### config.mk
export PLATFORM = sky130hd
export DESIGN_NAME = imem_loader
export DESIGN_NICKNAME = d
export VERILOG_FILES = /design/src/rtl/imem_loader.sv
export SDC_FILE = /design/constraint.sdc
export NUM_CORES = 1
export LEC_CHECK = 0
export ABC_AREA = 1
export BUFFER_PORTS_ARGS = -buffer_cell sky130_fd_sc_hd__buf_2
export CORE_MARGIN = 2
export CORE_UTILIZATION = 55
export DETAILED_ROUTE_END_ITERATION = 8
export GPL_ROUTABILITY_DRIVEN = 0
export PLACE_DENSITY_LB_ADDON = 0.1
export SLEW_MARGIN = 10
export SYNTH_ARGS = -nofsm -noshare
export SYNTH_HDL_FRONTEND = slang
export SYNTH_SLANG_ARGS = --single-unit
### constraint.sdc
create_clock -name clk -period 1.9 [get_ports clk]
set_input_delay 0.57 -clock clk [delete_from_list [all_inputs] [get_ports clk]]
set_output_delay 0.57 -clock clk [all_outputs]
set_load 0.01 [all_outputs]
### src/rtl/imem_loader.sv
// Instruction-memory loader: packs a host byte stream big-endian into 32-bit words,
// screens each word's opcode, writes legal words and holds the CPU in reset meanwhile.
module imem_loader #(
  parameter int ADDR_W = 8
) (
  input  logic              clk,
  input  logic              rst,
  input  logic              start,
  input  logic [ADDR_W:0]   len,
  input  logic              in_valid,
  input  logic [7:0]        in_data,
  output logic              in_ready,
  output logic              imem_we,
  output logic [ADDR_W-1:0] imem_addr,
  output logic [31:0]       imem_wdata,
  output logic              busy,
  output logic              cpu_hold,
  output logic              done,
  output logic              err,
  output logic [ADDR_W-1:0] err_addr
);

  typedef enum logic [2:0] {
    IDLE  = 3'd0,
    RECV  = 3'd1,
    WRITE = 3'd2,
    DONE  = 3'd3,
    ERR   = 3'd4
  } state_t;

  localparam logic [ADDR_W:0] CAP = {1'b1, {ADDR_W{1'b0}}};
  localparam logic [ADDR_W:0] ONE = {{ADDR_W{1'b0}}, 1'b1};

  state_t          state_reg;
  logic [ADDR_W:0] word_cnt_reg;
  logic [ADDR_W:0] len_reg;
  logic [1:0]      byte_cnt_reg;
  logic [23:0]     word_reg;
  logic            len_ok;
  logic            accept;

  // Opcodes the main control decoder implements.
  function automatic logic opcode_legal(input logic [5:0] op);
    case (op)
      6'd20, 6'd43, 6'd35, 6'd8, 6'd9, 6'd4, 6'd2: return 1'b1;
      default:                                      return 1'b0;
    endcase
  endfunction

  assign len_ok   = (len != '0) && (len <= CAP);
  assign accept   = in_valid && in_ready;
  assign cpu_hold = busy;

  always_ff @(posedge clk) begin
    if (rst) begin
      state_reg    <= IDLE;
      word_cnt_reg <= '0;
      len_reg      <= '0;
      byte_cnt_reg <= '0;
      word_reg     <= '0;
      in_ready     <= 1'b0;
      imem_we      <= 1'b0;
      imem_addr    <= '0;
      imem_wdata   <= '0;
      busy         <= 1'b0;
      done         <= 1'b0;
      err          <= 1'b0;
      err_addr     <= '0;
    end else begin
      done    <= 1'b0;
      imem_we <= 1'b0;
      case (state_reg)
        IDLE, ERR: begin
          if (start) begin
            if (len_ok) begin
              state_reg    <= RECV;
              len_reg      <= len;
              word_cnt_reg <= '0;
              byte_cnt_reg <= '0;
              err          <= 1'b0;
              busy         <= 1'b1;
              in_ready     <= 1'b1;
            end else begin
              state_reg <= ERR;
              err       <= 1'b1;
              err_addr  <= '0;
            end
          end
        end
        RECV: begin
          if (accept) begin
            // Shift in MSB-first; after four bytes the first byte sits in [31:24].
            word_reg     <= {word_reg[15:0], in_data};
            byte_cnt_reg <= byte_cnt_reg + 2'd1;
            if (byte_cnt_reg == 2'd3) begin
              state_reg  <= WRITE;
              in_ready   <= 1'b0;
              imem_we    <= opcode_legal(word_reg[23:18]);
              imem_wdata <= {word_reg, in_data};
              imem_addr  <= word_cnt_reg[ADDR_W-1:0];
            end
          end
        end
        WRITE: begin
          byte_cnt_reg <= '0;
          if (opcode_legal(imem_wdata[31:26])) begin
            word_cnt_reg <= word_cnt_reg + ONE;
            if (word_cnt_reg + ONE == len_reg) begin
              state_reg <= DONE;
              done      <= 1'b1;
              busy      <= 1'b0;
            end else begin
              state_reg <= RECV;
              in_ready  <= 1'b1;
            end
          end else begin
            state_reg <= ERR;
            err       <= 1'b1;
            err_addr  <= word_cnt_reg[ADDR_W-1:0];
            busy      <= 1'b0;
          end
        end
        DONE: begin
          state_reg <= IDLE;
        end
        default: begin
          state_reg <= IDLE;
          in_ready  <= 1'b0;
          busy      <= 1'b0;
        end
      endcase
    end
  end

endmodule

==> Word level (Yosys, flattened, before mapping) <==
Index checks and enable logic that the tools add are counted.
{ "word_totals": {"ff_bits": 100, "inputBits": 21, "out_inout_bits": 54} }
{ "classes": {"add_sub_neg": 2, "order_cmp": 1, "n_eq_ne": 29, "muxes": 38, "bitwise_logic": 7, "reduce_logical": 22} }
{ "op_table": {"columns": ["op", "n"], "rows": [
  ["9-bit two-way mux", 3],
  ["6-bit by 4-bit == test with 1-bit output, second input constant", 4],
  ["6-bit == test, second input constant", 4],
  ["8-bit two-way mux", 3],
  ["9-bit case mux with 2 select lines", 1],
  ["1-bit two-way mux", 16],
  ["2-bit inequality test, second input constant", 8],
  ["8-bit case mux with 2 select lines", 1],
  ["4-bit AND reduction", 4],
  ["3-bit two-way mux", 5],
  ["7-bit OR reduction", 2],
  ["6-bit by 2-bit == test with 1-bit output, second input constant", 2],
  ["6-bit by 3-bit == test with 1-bit output, second input constant", 2],
  ["6-bit by 5-bit == test with 1-bit output, second input constant", 2],
  ["3-bit AND reduction", 4],
  ["9-bit by 1-bit adder with 9-bit output, second input constant", 1],
  ["9-bit == test", 1],
  ["9-bit <= comparator, second input constant", 1],
  ["3-bit case mux with 3 select lines", 1],
  ["9-bit nonzero test", 1],
  ["2-bit two-way mux", 4],
  ["1-bit inverter", 7],
  ["7-bit AND reduction", 1],
  ["3-bit by 2-bit == test with 1-bit output, second input constant", 2],
  ["17 further kinds", 19]
]} }

==> Depth between registers and ports, before layout <==
Gate-level depths: netlist of the first run.
{ "depth": {"depth_word": 7, "ltp_mapped": 15} }

==> Worst setup path before layout of the first run <==
OpenSTA, ideal clock, no wires.
{ "synth_path": {"path_kind": "input-to-reg", "from": "input len[6]", "to": "register len_reg[8]", "setup_time_ps": 70, "arrival_ps": 1571, "t_required_ps": 1830, "setup_slack_ps": 259, "path_stages": 9, "path_cell_list": "nor2_1 nand2_1 nor2_1 xor2_1 inv_1 nand3_1 buf_4 o21ai_0 a21oi_1"} }
{ "synth_via": {"elab_chain_len": 3} }
{ "synth_lines": {"columns": ["item", "line_no", "text"], "rows": [
  ["start: declaration", "9", "input logic [ADDR_W:0] len,"],
  ["9-bit <= comparator / 9-bit nonzero test (equally long branches)", "50", "assign len_ok = (len != '0) && (len <= CAP);"],
  ["1-bit logical AND *", "50", null],
  ["3-bit AND reduction (no source line) *", null, null],
  ["end signal: assignment", "77", "len_reg <= len;"],
  ["end: declaration", "36", "logic [ADDR_W:0] len_reg;"]
]} }
Every way passes the cells marked *; elsewhere a longest branch is shown, timed or not.
A chain may end at the register's enable or synchronous reset.

==> Worst setup path in the final report of the first run <==
{ "layout_path": {"from": "register word_cnt_reg[3]", "to": "register in_ready"} }
{ "layout_via": {"elab_chain_len": 4} }
{ "layout_lines": {"columns": ["item", "line_no", "text"], "rows": [
  ["start: declaration", "35", "logic [ADDR_W:0] word_cnt_reg;"],
  ["start signal: assignment", "107", "word_cnt_reg <= word_cnt_reg + ONE;"],
  ["9-bit by 1-bit adder with 9-bit output", "108", "if (word_cnt_reg + ONE == len_reg) begin"],
  ["9-bit == test", "108", null],
  ["2-bit inequality test (no source line)", null, null],
  ["7-bit AND reduction (no source line)", null, null],
  ["end signal: assignment", "97", "in_ready <= 1'b0;"],
  ["end signal: assignment", "114", "in_ready <= 1'b1;"],
  ["end signal: assignment", "128", "in_ready <= 1'b0;"],
  ["end: declaration", "12", "output logic in_ready,"]
]} }
Every way passes these cells.

==> run_results.csv, run 1 <==
group,metric,value,unit
run_status,status,"completed",
global_routing,grt_pass1_vias,3649,
die,fp.dieW,91.7,um
place,place.detailed.hpwl,7.12,mm
die,core,7370,um2
clocking,cts_tree,"yes",
pwr,clkPwrFrac,0.283,
cells_and_area,finalNonFillerCells,735,
yosys,synth_cell_types,35,
detailed_routing,vias_per_cell,5.24,
critical_path,arrival,2040,ps
pwr,ir_drop,0.478,mV
yosys,synthTopCellsByArea,"dfxtp_1 (47%), o21ai_0 (8.4%), nand2_1 (7.4%)",
clocking,ctsResizeCount,0,
critical_path,required,2160,ps
global_routing,grt_pass1_wl,16.4,mm
global_routing,grt-ovfl-total,0,
cells_and_area,final_common_cell,"dfxtp_1",
hold_path,hold_path_depth,3,
clocking,clk_pin_slew,110,ps
run,drv_cap,0,
clocking,root_buffer,"clkbuf_8",
yosys,synth-edff-count,0,
critical_path,r2r_cells,11,
critical_path,worstSetupStartpointType,"flop",
cells_and_area,finalNetCount,654,
clocking,worstSkewPairLatency,360,ps
clocking,cts_buffer_depth,2,
sta,finalWorstSetupSlack,113,ps
sta,finalCritPeriodShare,0.941,
die,row_count,31,
cells_and_area,largest_reg_flops,32,
cells_and_area,final_cell_mix,"dfxtp_1 (97), nand2_1 (81), buf_2 (74), nor2_1 (71), o21ai_0 (71)",
critical_path,critical_path_class,"reg -> reg",
yosys,ys_seq_elements,100,
hold_path,worstHoldPathType,"in -> reg",
yosys,synth-warning-count,0,
detailed_routing,drt-total-wl,10.1,mm
hold_path,hold_start,"in_data[7]",
pwr,seq_power_share,0.505,
sta,fmax,0.560,GHz
clocking,hold_buffers,0,
die,fp.dieH,91.7,um
yosys,syn_area_per_cell,7.72,um2
critical_path,regToRegStartpoint,"word_cnt_reg[3]",
pwr,p_leak,2.19,nW
die,io_pins,75,
critical_path,path_max_fanout,5,
cells_and_area,drive_gt1_frac,0.261,
place,dp_slack,-89.1,ps
sta,fin_crit,1790,ps
clocking,h-tree-depth,3,
die,start_util,0.574,
global_routing,antenna_found_initial,0,
cells_and_area,area_delta_synth_final,18.8,%
yosys,async_flop_share,0,
pwr,p_comb_frac,0.212,
detailed_routing,first_pass_iters,5,
sta,finalSetupViolCount,0,
sta,hold_viol_final,0,
yosys,syn_nets,571,
yosys,syn_inst,548,
pwr,p_per_area,925,nW/um2
global_routing,grt_usage,0.240,
pwr,total_power,0.00465,W
sta,slew_violations,0,
cells_and_area,fillers,640,
clocking,clock_sinks,100,
sta,finalSetupTns,0,ps
pwr,p_sw_frac,0.330,
yosys,synth-main-ff-cell,"dfxtp_1",
detailed_routing,initialDrtViolationCount,144,
place,portBuffers,74,
clocking,cts_setup_buffers,0,
global_routing,grt_max_degree,45,
yosys,yosysSeqAreaShare,0.473,
yosys,synthesis.area,4230,um2
place,place_inst,719,
yosys,synth.top_cell.area_share,0.473,
pwr,p_sw,0.00153,W
critical_path,crit_path_end_kind,"flop",
sta,slew_headroom,0.668,
detailed_routing,vias,3852,
detailed_routing,drc_errors,0,
pwr,intPower,0.00312,W
cells_and_area,diodes,0,
yosys,synth_area_leader_cell,"dfxtp_1",
sta,skew,14.1,ps
die,dieArea,8410,um2
sta,worst_pin_slew,499,ps
detailed_routing,antenna_left,0,
critical_path,crit_path_start,"word_cnt_reg[3]",
sta,hold_ws,432,ps
critical_path,r2r_setup_slack,110,ps
detailed_routing,wl_per_cell,13.7,um
clocking,cts_buffers,9,
-- through the flow --
stage,cell area (um2),util
global placement,4780,0.649
global route,5030,0.682
finish,5030,0.682
floorplan,4230,-
CTS,4970,0.675
detailed placement,4780,0.649
-- cell type report --
| cell class | count | area (um2) | area share |
|---|---|---|---|
| clock inverters | 6 | 53.8 | 0.0107 |
| inverters | 54 | 203 | 0.0403 |
| flip-flops and latches | 100 | 2010 | 0.399 |
| repair buffers | 98 | 576 | 0.114 |
| well taps | 99 | 124 | 0.0246 |
| multi-input cells | 368 | 1930 | 0.384 |
| clock buffers | 10 | 138 | 0.0274 |
-- per-layer routing --
metal	GRT usage	vias up	wire (um)
li1	-	1971	-
met1	0.279	1751	4250
met2	0.438	112	5140
met3	0.0534	18	530
met4	0.0771	0	172
met5	0	-	0
-- cell usage after synthesis (5+ instances only) --
| cell | count |
|---|---|
| a211oi_1 | 6 |
| a211oi_2 | 11 |
| a21oi_1 | 62 |
| a31oi_1 | 5 |
| buf_2 | 5 |
| buf_4 | 6 |
| clkbuf_1 | 12 |
| dfxtp_1 | 100 |
| inv_1 | 49 |
| nand2_1 | 83 |
| nand2_2 | 6 |
| nand3_1 | 21 |
| nor2_1 | 72 |
| nor2_2 | 5 |
| o21ai_0 | 71 |
-- final timing paths --
path / end
worst max-delay path: in_ready
worst min-delay path: imem_wdata[7]
worst max register to register: in_ready
worst min register to register: err_addr[5]
-- power groups by stage --
| stage | Sequential [W] | Clock (W) | Combinational, W |
|---|---|---|---|
| finish | 0.00235 | 0.00132 | 0.000986 |
| global route | 0.00237 | 0.00143 | 0.00109 |
| CTS | 0.00234 | 0.00135 | 0.000953 |
| detailed placement | 0.00239 | 0 | 0.000950 |
| global placement | 0.00238 | 0 | 0.000925 |
| floorplan | 0.00236 | 0 | 0.000703 |
-- critical path, cell delays in order (launching register included) --
cell      delay, ps
dfxtp_1         480
nand3_2         190
inv_2           110
nand2_2          80
nand3b_1        100
nand3_1         110
inv_1            70
nand3_1          80
nor2_2          130
nand3_2         140
a21oi_2         150
nor2_1           60
-- logic make-up after synthesis --
family / share of synthesized area
AO/OA/AOI/OAI: 0.220
XOR/XNOR: 0.00207
buffers and inverters: 0.0831
AND/OR/NAND/NOR: 0.216
flip-flops: 0.473
adder cells (fa/ha/maj): 0.00591
Power figures use the tool's default switching activity.
==> run 2: changes to the inputs <==
- ABC_AREA: 1 -> default
- CTS_BUF_LIST: default -> sky130_fd_sc_hd__clkbuf_8
==> run 2 against run 1 <==
  * The run now ends with setup timing left
  * Sequential power fell by 8.9%
  * Fmax fell by 9.8%
  * Synthesized area fell by 1.1%
  * Critical endpoint is now word_cnt_reg[6]
  * Final cell count fell by 0.14%
  * Worst setup slack got worse by 190 ps
  * Total power fell by 20%
  * Design area rose by 10%
  * Register-to-register slack got worse by 150 ps
==> run_results.csv, run 2 <==
group,metric,value,unit
critical_path,r2r_setup_slack,-40,ps
clocking,h-tree-depth,3,
critical_path,required,2140,ps
critical_path,arrival,2220,ps
detailed_routing,antenna_left,0,
critical_path,crit_path_end_kind,"flop",
critical_path,worstPathCellList,"buf_6, or4_4, buf_4, o21ai_4, nand3_4, a211o_4, o21ai_2, a21oi_1",
yosys,synthMuxAreaShare,0.0239,
clocking,hold_buffers,0,
global_routing,grt_max_degree,41,
critical_path,path_max_fanout,5,
die,fp.dieH,91.2,um
detailed_routing,initialDrtViolationCount,224,
die,fp.dieW,91.2,um
pwr,ir_drop,0.361,mV
die,core,7330,um2
cells_and_area,area_delta_synth_final,32.3,%
yosys,synth_cell_types,59,
global_routing,grt_pass1_wl,17.4,mm
sta,worst_pin_slew,556,ps
place,place.detailed.hpwl,7.36,mm
critical_path,critPathMaxStageDelay,530,ps
run_status,status,"complete, but fails checks",
critical_path,worstSetupStartpointType,"input pin",
detailed_routing,drt-total-wl,10.7,mm
hold_path,hold_path_depth,3,
sta,finalWorstSetupSlack,-80.5,ps
clocking,cts_buffer_depth,2,
global_routing,grt_pass1_vias,3609,
run_status,violations,"setup timing",
yosys,yosysMostFrequentCell,"nand2_1",
cells_and_area,largest_reg_flops,32,
pwr,p_sw,0.000985,W
clocking,clk_pin_slew,100,ps
cells_and_area,fillers,552,
clocking,worstSkewPairLatency,370,ps
yosys,synth_area_leader_cell,"dfxtp_1",
detailed_routing,vias,4026,
die,io_pins,75,
pwr,total_power,0.00373,W
yosys,synth-main-ff-cell,"dfxtp_1",
sta,fin_crit,1980,ps
sta,fmax,0.505,GHz
cells_and_area,regArea,2010,um2
pwr,intPower,0.00275,W
critical_path,slowest_stage,"or4_4",
clocking,root_buffer,"clkbuf_8",
run,drv_cap,0,
yosys,ys_seq_elements,100,
place,portBuffers,74,
global_routing,grt_usage,0.254,
hold_path,worstHoldPathType,"in -> reg",
die,dieArea,8330,um2
yosys,synth.top_cell.area_share,0.478,
yosys,synthTopCellsByArea,"dfxtp_1 (48%), nand2_1 (13%), a21oi_1 (9.8%)",
sta,finalSetupViolCount,25,
yosys,async_flop_share,0,
clocking,cts_tree,"yes",
detailed_routing,first_pass_iters,5,
cells_and_area,final_cell_mix,"nand2_1 (139), dfxtp_1 (95), a21oi_1 (78), buf_2 (72), buf_4 (64)",
pwr,seq_power_share,0.572,
critical_path,r2r_cells,6,
die,row_count,31,
detailed_routing,drc_errors,0,
yosys,syn_inst,511,
sta,rsz0062_at_grt,"true",
detailed_routing,vias_per_cell,5.49,
yosys,synth_compound_area_frac,0.186,
yosys,synth_top_family_by_area,"simple AND/OR/NAND/NOR gates",
yosys,yosys.area_share.simple,0.239,
yosys,synthAdderAreaFrac,0.00598,
place,dp_slack,-551,ps
yosys,synth-warning-count,0,
pwr,p_leak,2.23,nW
yosys,synth_common_cells,"nand2_1 (141), dfxtp_1 (100), a21oi_1 (82)",
pwr,clkPwrFrac,0.349,
sta,slew_headroom,0.629,
global_routing,antenna_found_initial,0,
global_routing,grt-ovfl-total,0,
cells_and_area,drive_gt1_frac,0.340,
clocking,cts_buffers,9,
yosys,syn_nets,534,
yosys,yosysSeqAreaShare,0.478,
detailed_routing,wl_per_cell,14.6,um
critical_path,critical_path_class,"in -> reg",
yosys,synth-edff-count,0,
yosys,syn_area_per_cell,8.19,um2
cells_and_area,multiInputGateArea,2280,um2
sta,hold_viol_final,0,
sta,skew,18.7,ps
pwr,p_per_area,674,nW/um2
pwr,p_comb_frac,0.079,
cells_and_area,finalNetCount,653,
yosys,synthXorXnorAreaFrac,0.0209,
cells_and_area,diodes,0,
sta,finalCritPeriodShare,1.04,
pwr,p_sw_frac,0.264,
yosys,synthesis.area,4190,um2
die,start_util,0.571,
clocking,clock_sinks,100,
sta,slew_violations,0,
cells_and_area,final_common_cell,"nand2_1",
## run 2: changes by cell type after synthesis, sizes merged, moves of 17 or more
| cell | delta |
|---|---|
| o21ai | -66 |
| nor2 | -53 |
| a21oi | +20 |
| inv | -51 |
| nand2 | +52 |
| nand3 | -17 |
## run 2: timing repair
action                                  CTS  global route
gates cloned                              1             0
buffers inserted                          4             4
resized for setup                        20            43
endpoints found under the setup margin   35            38
pin swaps                                 7            19
## run 2: cell type report
| class | instances | area share |
|---|---|---|
| clock inverter | 7 | 0.0120 |
| tap | 99 | 0.0224 |
| clock buffer | 9 | 0.0224 |
| inverter | 2 | 0.00136 |
| sequential | 100 | 0.363 |
| multi-input combinational | 374 | 0.412 |
| timing repair buffer | 143 | 0.168 |
## run 2: cell families after synthesis
logic type | Yosys count
AO/OA/AOI/OAI | 128
XOR/XNOR | 10
adder cells (fa/ha/maj) | 2
buffers and inverters | 38
flip-flops | 100
multiplexers | 10
AND/OR/NAND/NOR | 223
## run 2: layer usage
metal | vias up | global-route usage | part of all wire | wire length, um
li1 | 1987 | - | - | -
met1 | 1886 | 0.366 | 0.47 | 5000
met2 | 137 | 0.391 | 0.46 | 4900
met3 | 16 | 0.0390 | 0.063 | 679
met4 | 0 | 0.0808 | 0.014 | 155
met5 | - | 0 | 0 | 0
## run 2: power groups by stage
stage | logic [W] | clock network, W | registers [W]
after global placement | 0.000235 | 0 | 0.00218
after floorplan | 0.000153 | 0 | 0.00218
after CTS | 0.000267 | 0.00132 | 0.00214
after global routing | 0.000318 | 0.00140 | 0.00214
after detailed placement | 0.000242 | 0 | 0.00218
final | 0.000295 | 0.00130 | 0.00214
## run 2: final timing paths
check                      start         endpoint
setup / recovery          len[4]  word_cnt_reg[6]
hold / removal        in_data[5]    imem_wdata[5]
hold reg to reg     imem_addr[2]     imem_addr[2]
setup reg to reg  imem_wdata[27]  word_cnt_reg[6]
## run 2: critical path: cells and delay by family
family	cells	cell delay (ps)
AOI/OAI and AO/OA	4	760
and+or+nand+nor	2	640
buffers and inverters	2	250
## run 2: stage by stage
stage | utilization | TNS (ps) | hold WS, ps | cell area, um2 | instances
final | 0.755 | -979 | 445 | 5540 | 734
after floorplan | - | -7370 | 432 | 4200 | 511
after CTS | 0.727 | -1350 | 436 | 5330 | 731
after detailed placement | 0.680 | -16150 | 445 | 4990 | 710
after global placement | 0.680 | -15120 | 440 | 4990 | 710
after global routing | 0.755 | -2000 | 428 | 5540 | 734
